**src/rtl/lsu_pkg.sv**
```systemverilog
// Shared LSU definitions: access-size codes, FSM state enum, captured request
// record and the store lane/mask helpers.
package lsu_pkg;

  localparam logic [2:0] LSU_B  = 3'b000;
  localparam logic [2:0] LSU_H  = 3'b001;
  localparam logic [2:0] LSU_W  = 3'b010;
  localparam logic [2:0] LSU_BU = 3'b100;
  localparam logic [2:0] LSU_HU = 3'b101;

  typedef enum logic [1:0] {
    ST_IDLE    = 2'd0,
    ST_REQ     = 2'd1,
    ST_WAIT_RD = 2'd2,
    ST_RESP    = 2'd3
  } lsu_state_e;

  typedef enum logic [1:0] {
    SZ_B = 2'd0,
    SZ_H = 2'd1,
    SZ_W = 2'd2
  } lsu_size_e;

  typedef struct packed {
    logic [29:0] waddr;
    logic [1:0]  boff;
    logic        we;
    logic [2:0]  f3;
    logic [3:0]  bmask;
    logic [31:0] wdata;
  } lsu_req_t;

  // Only the low two funct3 bits pick the size; 011/110/111 fall into word.
  function automatic lsu_size_e lsu_size(input logic [2:0] f3);
    case (f3[1:0])
      2'b00:   return SZ_B;
      2'b01:   return SZ_H;
      default: return SZ_W;
    endcase
  endfunction

  function automatic logic lsu_misaligned(input logic [1:0] a, input logic [2:0] f3);
    lsu_size_e sz;
    sz = lsu_size(f3);
    return ((sz == SZ_H) && a[0]) || ((sz == SZ_W) && (a != 2'b00));
  endfunction

  function automatic lsu_req_t lsu_pack_req(input logic [31:0] addr,
                                            input logic [31:0] wd,
                                            input logic        we,
                                            input logic [2:0]  f3);
    lsu_req_t r;
    r.waddr = addr[31:2];
    r.boff  = addr[1:0];
    r.we    = we;
    r.f3    = f3;
    r.bmask = 4'b0000;
    r.wdata = 32'h0;
    if (we) begin
      case (lsu_size(f3))
        SZ_B: begin
          r.bmask = 4'b0001 << addr[1:0];
          r.wdata = {4{wd[7:0]}};
        end
        SZ_H: begin
          r.bmask = 4'b0011 << {addr[1], 1'b0};
          r.wdata = {2{wd[15:0]}};
        end
        default: begin
          r.bmask = 4'b1111;
          r.wdata = wd;
        end
      endcase
    end
    return r;
  endfunction

endpackage

```
**src/rtl/lsu_ld_align.sv**
```systemverilog
// Load-data alignment: picks the addressed byte/halfword out of the raw read
// word and sign- or zero-extends it according to funct3.
module lsu_ld_align
  import lsu_pkg::*;
(
  input  logic [31:0] rdata,
  input  logic [1:0]  addr,
  input  logic [2:0]  funct3,
  output logic [31:0] data
);

  logic [7:0]  byte_sel;
  logic [15:0] half_sel;
  logic        zext;

  assign zext = funct3[2];

  always_comb begin
    byte_sel = rdata[7:0];
    case (addr)
      2'd0: byte_sel = rdata[7:0];
      2'd1: byte_sel = rdata[15:8];
      2'd2: byte_sel = rdata[23:16];
      2'd3: byte_sel = rdata[31:24];
      default: byte_sel = rdata[7:0];
    endcase
    half_sel = addr[1] ? rdata[31:16] : rdata[15:0];
  end

  always_comb begin
    data = rdata;
    case (lsu_size(funct3))
      SZ_B:    data = zext ? {24'h0, byte_sel} : {{24{byte_sel[7]}}, byte_sel};
      SZ_H:    data = zext ? {16'h0, half_sel} : {{16{half_sel[15]}}, half_sel};
      default: data = rdata;
    endcase
  end

endmodule

```
**src/rtl/lsu.sv**
```systemverilog
// Load/store unit: one outstanding memory operation, word-aligned bus with
// byte-lane masks. Define LSU_MISALIGN_TRAP_EN to trap misaligned H/W accesses.
//
// state      | meaning
// IDLE       | ready for a new operation
// REQ        | memory request presented, waiting for i_mem_ready
// WAIT_RD    | load accepted, waiting for i_mem_rvalid
// RESP       | one-cycle completion pulse
module lsu
  import lsu_pkg::*;
(
  input  logic        i_clk,
  input  logic        i_reset,
  input  logic        i_req_valid,
  output logic        o_req_ready,
  input  logic [31:0] i_addr,
  input  logic [31:0] i_wdata,
  input  logic        i_we,
  input  logic [2:0]  i_funct3,
  output logic        o_mem_valid,
  input  logic        i_mem_ready,
  output logic [31:0] o_mem_addr,
  output logic        o_mem_we,
  output logic [3:0]  o_mem_bmask,
  output logic [31:0] o_mem_wdata,
  input  logic        i_mem_rvalid,
  input  logic [31:0] i_mem_rdata,
  output logic        o_rsp_valid,
  output logic [31:0] o_ld_data,
  output logic        o_misaligned
);

  lsu_state_e  state, state_nxt;
  lsu_req_t    req_q;
  logic [31:0] ld_data_q;
  logic [31:0] align_data;
  logic        accept;

  assign accept = (state == ST_IDLE) && i_req_valid;

`ifdef LSU_MISALIGN_TRAP_EN
  logic mis_in;
  logic mis_q;
  assign mis_in = lsu_misaligned(i_addr[1:0], i_funct3);
`endif

  always_ff @(posedge i_clk or posedge i_reset) begin
    if (i_reset) state <= ST_IDLE;
    else         state <= state_nxt;
  end

  always_comb begin
    state_nxt = state;
    case (state)
      ST_IDLE: begin
        if (i_req_valid) begin
`ifdef LSU_MISALIGN_TRAP_EN
          state_nxt = mis_in ? ST_RESP : ST_REQ;
`else
          state_nxt = ST_REQ;
`endif
        end
      end
      ST_REQ: begin
        if (i_mem_ready) state_nxt = req_q.we ? ST_RESP : ST_WAIT_RD;
      end
      ST_WAIT_RD: begin
        if (i_mem_rvalid) state_nxt = ST_RESP;
      end
      ST_RESP:  state_nxt = ST_IDLE;
      default:  state_nxt = ST_IDLE;
    endcase
  end

  // Captured request holds the bus fields stable for the whole REQ phase.
  always_ff @(posedge i_clk or posedge i_reset) begin
    if (i_reset) begin
      req_q     <= '0;
      ld_data_q <= '0;
    end else if (accept) begin
      req_q     <= lsu_pack_req(i_addr, i_wdata, i_we, i_funct3);
      ld_data_q <= '0;
    end else if ((state == ST_WAIT_RD) && i_mem_rvalid) begin
      ld_data_q <= align_data;
    end
  end

`ifdef LSU_MISALIGN_TRAP_EN
  always_ff @(posedge i_clk or posedge i_reset) begin
    if (i_reset)     mis_q <= 1'b0;
    else if (accept) mis_q <= mis_in;
  end
  assign o_misaligned = mis_q && (state == ST_RESP);
`else
  assign o_misaligned = 1'b0;
`endif

  lsu_ld_align u_ld_align (
    .rdata  (i_mem_rdata),
    .addr   (req_q.boff),
    .funct3 (req_q.f3),
    .data   (align_data)
  );

  always_comb begin
    o_req_ready = (state == ST_IDLE);
    o_mem_valid = (state == ST_REQ);
    o_rsp_valid = (state == ST_RESP);
    o_mem_addr  = 32'h0;
    o_mem_we    = 1'b0;
    o_mem_bmask = 4'b0000;
    o_mem_wdata = 32'h0;
    if (state == ST_REQ) begin
      o_mem_addr  = {req_q.waddr, 2'b00};
      o_mem_we    = req_q.we;
      o_mem_bmask = req_q.bmask;
      o_mem_wdata = req_q.wdata;
    end
  end

  assign o_ld_data = ld_data_q;

endmodule

```
**config.mk**
```make
export PLATFORM = sky130hd
export DESIGN_NAME = lsu
export DESIGN_NICKNAME = d
export VERILOG_FILES = /design/src/rtl/lsu_pkg.sv /design/src/rtl/lsu_ld_align.sv /design/src/rtl/lsu.sv
export SDC_FILE = /design/constraint.sdc
export NUM_CORES = 1
export LEC_CHECK = 0
export ABC_AREA = 1
export CORE_MARGIN = 1.5
export CORE_UTILIZATION = 44
export CTS_BUF_LIST = sky130_fd_sc_hd__clkbuf_4 sky130_fd_sc_hd__clkbuf_8
export DETAILED_ROUTE_END_ITERATION = 8
export PLACE_DENSITY = 0.92
export SYNTH_ARGS = -nofsm -noshare
export SYNTH_HDL_FRONTEND = slang
export SYNTH_SLANG_ARGS = --single-unit
```
**constraint.sdc**
```tcl
create_clock -name i_clk -period 5.9 [get_ports i_clk]
set_input_delay 1.18 -clock i_clk [delete_from_list [all_inputs] [get_ports i_clk]]
set_output_delay 1.18 -clock i_clk [all_outputs]
set_load 0.01 [all_outputs]
```
# --- Word-level counts from Yosys, hierarchy flattened ---
# Index checks and enable logic that the tools add are counted.
totals:
  register_bits: 106
  inputBits: 105
  out_inout_bits: 105
  word_cells: 55
classes:
  n_eq_ne: 13
  shifts: 2
  muxes: 22
  n_reduce_logical: 10
ops:
  columns: ["cell", "n"]
  rows:
  - ["$mux W32", 6]
  - ["$pmux W36 S2", 1]
  - ["$pmux W32 S2", 1]
  - ["$mux W36", 1]
  - ["$pmux W8 S4", 1]
  - ["$mux W16", 1]
  - ["$eq A2 B1 Y1 const B", 6]
  - ["$logic_not A2 Y1", 6]
  - ["$mux W2", 5]
  - ["$eq A2 B2 Y1 const B", 4]
  - ["$pmux W2 S2", 2]
  - ["$pmux W2 S4", 1]
  - ["$mux W4", 1]
  - ["$ne A2 B2 Y1 const B", 2]
  - ["$shl A1 B2 Y4 const A", 1]
  - ["$shl A2 B2 Y4 const A", 1]
  - ["$reduce_and A3 Y1", 1]
  - ["$logic_and A1 B1 Y1", 2]
  - ["$mux W1", 2]
  - ["$ne A2 B1 Y1 const B", 1]
  - ["$reduce_bool A2 Y1", 1]

# --- Depth between registers and ports, before layout ---
logic_depth:
  ltp_word: 7
  ltp_mapped: 10
  mapped_depth_nobuf: 9

# --- By module ---
# Synthesis repeated with hierarchy kept, for this count alone.
hier_totals:
  cells_unflattened: 872
  hier_area_um2: 6018.3
modules_own_cells:
  columns: ["module", "instances", "cells_each", "area_per_inst_um2", "seq_area_each_um2"]
  rows:
  - ["lsu", 1, 703, 5138.7, 2652.5]
  - ["lsu_ld_align", 1, 169, 879.6, 0.0]

# --- Worst setup path after synthesis ---
# No wires, ideal clock.
synth_timing:
  path_type: "register -> output"
  from: "register state[1]"
  to: "output port o_mem_wdata[26]"
  arrival_ns: 1.384
  required_ns: 4.720
  setup_slack_ns: 3.336
  stages_incl_launch_ff: 7
  path_buffers: 2
  cell_sequence: "dfrtp_1 > inv_1 > ha_1 > clkbuf_1 > buf_2 > nand2_1 > inv_1"
synth_between:
  elab_chain_len: 2
synth_rtl:
  columns: ["item", "line", "rtl"]
  rows:
  - ["start, declared", "lsu.sv:33", "lsu_state_e state, state_nxt;"]
  - ["start signal, assigned", "lsu.sv:49", "else state <= state_nxt;"]
  - ["$eq A2 B1 Y1", null, null]
  - ["via o_mem_valid", "lsu.sv:20", "output logic o_mem_valid,"]
  - ["$mux W32", "lsu.sv:113", "if (state == ST_REQ) begin"]
  - ["end, declared", "lsu.sv:25", "output logic [31:0] o_mem_wdata,"]
# The timed path passes the listed nets, and every way through them passes these cells.

# --- Final worst setup path ---
layout_timing:
  from: "register state[1]"
  to: "output port o_mem_bmask[0]"
layout_between:
  elab_chain_len: 2
layout_rtl:
  columns: ["item", "line", "rtl"]
  rows:
  - ["$eq A2 B1 Y1", "lsu.sv:113", null]
  - ["$mux W4", "lsu.sv:113", null]
  - ["end, declared", "lsu.sv:24", "output logic [3:0] o_mem_bmask,"]
# Every way passes these cells.

==> summary.txt <==
Layout
  – Area Overhead vs Synth: 41.8%
  – Share of cells above drive strength 1: 3.71%
  – FF/Latch Area: about 2700 um2
  – Fill count: ~1.1k
  – Multi-input logic area: 2290 um2
  – Final nets: roughly 1.1k
  – Finished layout cell area: 7860 um2
  – Antenna Cells: 0

Synth
  – EDFF count, synth: 0
  – Top cells by count, synth: 381 x nand2_1, 111 x inv_1, 106 x dfrtp_1
  – Largest area contributor in the netlist: dfrtp_1
  – Synth warnings: 0
  – Yosys cell types: 25
  – Top FF cell, synth: dfrtp_1
  – Synth top area share: 47.8%
  – Yosys reg bits: 106
  – Ys async rst share: 100%
  – Gate count after technology mapping: between 700 and 800
  – Top-count cell post-synth: nand2_1
  – Average instance area after synthesis: 7.10 um2
  – Register area share after synthesis: 47.8%
  – Post-Syn Area: 5550 um2
  – Synth area leaders: dfrtp_1 48%, nand2_1 26%, inv_1 7.5%

Detailed routing
  – DR WL/cell: 14.3 um
  – Drc violations: 0
  – Final ANT Viol Nets: 0
  – WL final: 16.2 mm
  – Routed vias: 5592
  – DRT Pass-1 Iters: 4
  – 1st-iter DRT viols: 454
  – Vias/cell: 4.91

Setup path
  – Worst Path Required: 4720 ps
  – Critical Path Source Type: register
  – CP Cell Sequence: inv_1, ha_2, buf_4, nand2_1, inv_1, clkdlybuf4s50_1
  – Worst path most repeated cell: inv_1
  – Critical Path Slowest Stage Cell: clkdlybuf4s50_1
  – Crit Path Category: register to output port
  – Critical path capture point type: output port
  – Critical path data arrival time: 2660 ps
  – Crit Path Max Fanout: 48
  – CP peak stage delay: 530 ps

Placed design
  – PortBufs: 206
  – Placed Area: 7670 um2
  – GP Congestion: 0.913
  – DP Wirelength: between 10 and 15 mm

Timing
  – Tmin final: about 3800 ps
  – Worst Tran Pin Value: 1110 ps
  – RSZ-0062 raised after global routing: false
  – Endpoints failing setup: 0
  – Hold Fails Final Rpt: 0
  – Total negative setup slack: 0 ps
  – Rel. slew slack: 26.1%
  – Clock Skew: 11.8 ps
  – Fin. max-slew vios: 0
  – Crit share post-route: 65.2%
  – Max Fclk: 260 MHz

Die
  – I/O Pins: 210
  – Chip width: approximately 120 um
  – Die area: ~13000 um2
  – Die height: 115 um
  – # rows: 40
  – Initial Util: 45.6%
  – Core area: about 12000 um2

Global routing
  – Initial antenna violation count: 0
  – First-pass GRT wire length: 25.3 mm
  – Largest net degree at the start of global routing: 79
  – Vias in the first global route: 5201
  – Grt ovf: 0
  – GRT Overall Usage: 24.4%

Clocking
  – Number of buffers created by CTS: 9
  – TritonCTS Sinks: around 110
  – Root buf cell: clkbuf_8
  – Max clock buf depth: 2
  – Clk Latency, worst-skew pair: 370 ps
  – Hold-fix buffers at CTS: 0
  – TritonCTS clock tree: built
  – Post-CTS sizing: 0
  – CTS HTree Levels: 3
  – CTS clk-pin slew, worst paths: approximately 90 ps
  – Post-CTS setup buffers: 0

Power and ir drop
  – Leakage: 4.36 nW
  – Max VDD drop: 0.000172 V
  – Power Dens Cells: 406 nW/um2

Run status
  – Status: completed

Run
  – Max-cap viol count: 0

Hold path
  – Hold WC Path Type: register to register
[registers in the layout, summed over array words and instances (netlist names)]
signal,count
o_ld_data,32
req_q,72
state,2
[worst max-delay path: cells and delay by family, from the launching register on]
family / cells / cell delay, ps
adder cells (fa/ha/maj): 1 / 500
buffers and inverters: 4 / 1230
flip-flops: 1 / 430
AND/OR/NAND/NOR: 1 / 140
[logic make-up (layout without fill, tap and decap cells)]
logic type | Yosys count | after routing | share of synthesized area [%]
flops | 106 | 106 | 47.8
simple gates | 416 | 416 | 29.7
buf+inv | 155 | 342 | 11.1
other cells | 1 | 3 | 0.0676
compound gates | 99 | 99 | 10.4
fa+ha+maj | 4 | 4 | 0.902
[where the power goes]
part	internal, W	switching [W]	total (W)	leakage (nW)
logic	0.000661	0.000830	0.00149	2.90
registers	0.00104	0.000231	0.00127	1.37
clock network	0.000188	0.000250	0.000438	0.0927
total	0.00188	0.00131	0.00320	4.36
[stage by stage]
step	cells	setup WS [ps]	utilization [%]	hold slack (ps)	total power, W
6_report	1138	2060	64.7	488	0.00320
3_3_place_gp	1122	2120	63.1	461	0.00272
3_5_place_dp	1122	2040	63.1	466	0.00277
5_1_grt	1138	1890	64.7	501	0.00344
2_1_floorplan	783	1930	-	449	0.00212
4_1_cts	1138	1990	64.7	492	0.00321
[layout by cell type (no fill, tap or decap), types with 2 or more instances in the layout]
cell type and count:
clkinvlp_4 2, dfrtp_1 106, nand4_1 2, clkbuf_8 11
nand3_1 10, o21ai_0 50, a21oi_1 15, ha_1 3
nor3_1 4, clkdlybuf4s50_1 206, nand2_2 3, inv_1 110
nor2_1 10, buf_4 2, a22oi_1 8, conb_1 3
nand2_1 381, inv_2 7, clkbuf_4 2, nor2_4 2
nand2_4 3, o211ai_1 17, a21boi_0 8
[final timing paths]
check / depth (start not counted) / start / end / slack [ps]
min in group asynchronous: 2 / i_reset / o_ld_data[19]$_DFFE_PP0P_ / 1310
min: 2 / o_ld_data[10]$_DFFE_PP0P_ / o_ld_data[10]$_DFFE_PP0P_ / 490
min reg2reg: 2 / o_ld_data[10]$_DFFE_PP0P_ / o_ld_data[10]$_DFFE_PP0P_ / 490
max in group asynchronous: 3 / i_reset / req_q[38]$_DFFE_PP0P_ / 3480
max reg2reg: 9 / state[0]$_DFFE_PP0P_ / o_ld_data[29]$_DFFE_PP0P_ / 2900
max: 6 / state[1]$_DFFE_PP0P_ / o_mem_bmask[0] / 2060
[area by class of cell]
type	instances	area share, %
Sequential cell	106	33.7
Multi-Input combinational cell	522	29.1
Timing Repair Buffer	208	26.4
Inverter	118	5.67
Tap cell	168	2.67
Clock buffer	13	2.12
Clock inverter	3	0.302
[per-layer routing]
metal  GRT usage [%]  vias to the layer above  wire length (um)  share of wire [%]
li1                -                     2714                 -                  -
met5               0                        -                 0                  0
met4            10.0                        0               471                2.9
met1            32.0                     2597              6920                 43
met3            4.90                       38              1210                7.4
met2            39.6                      243              7650                 47
Note: power is estimated with default switching activity, not from simulation.
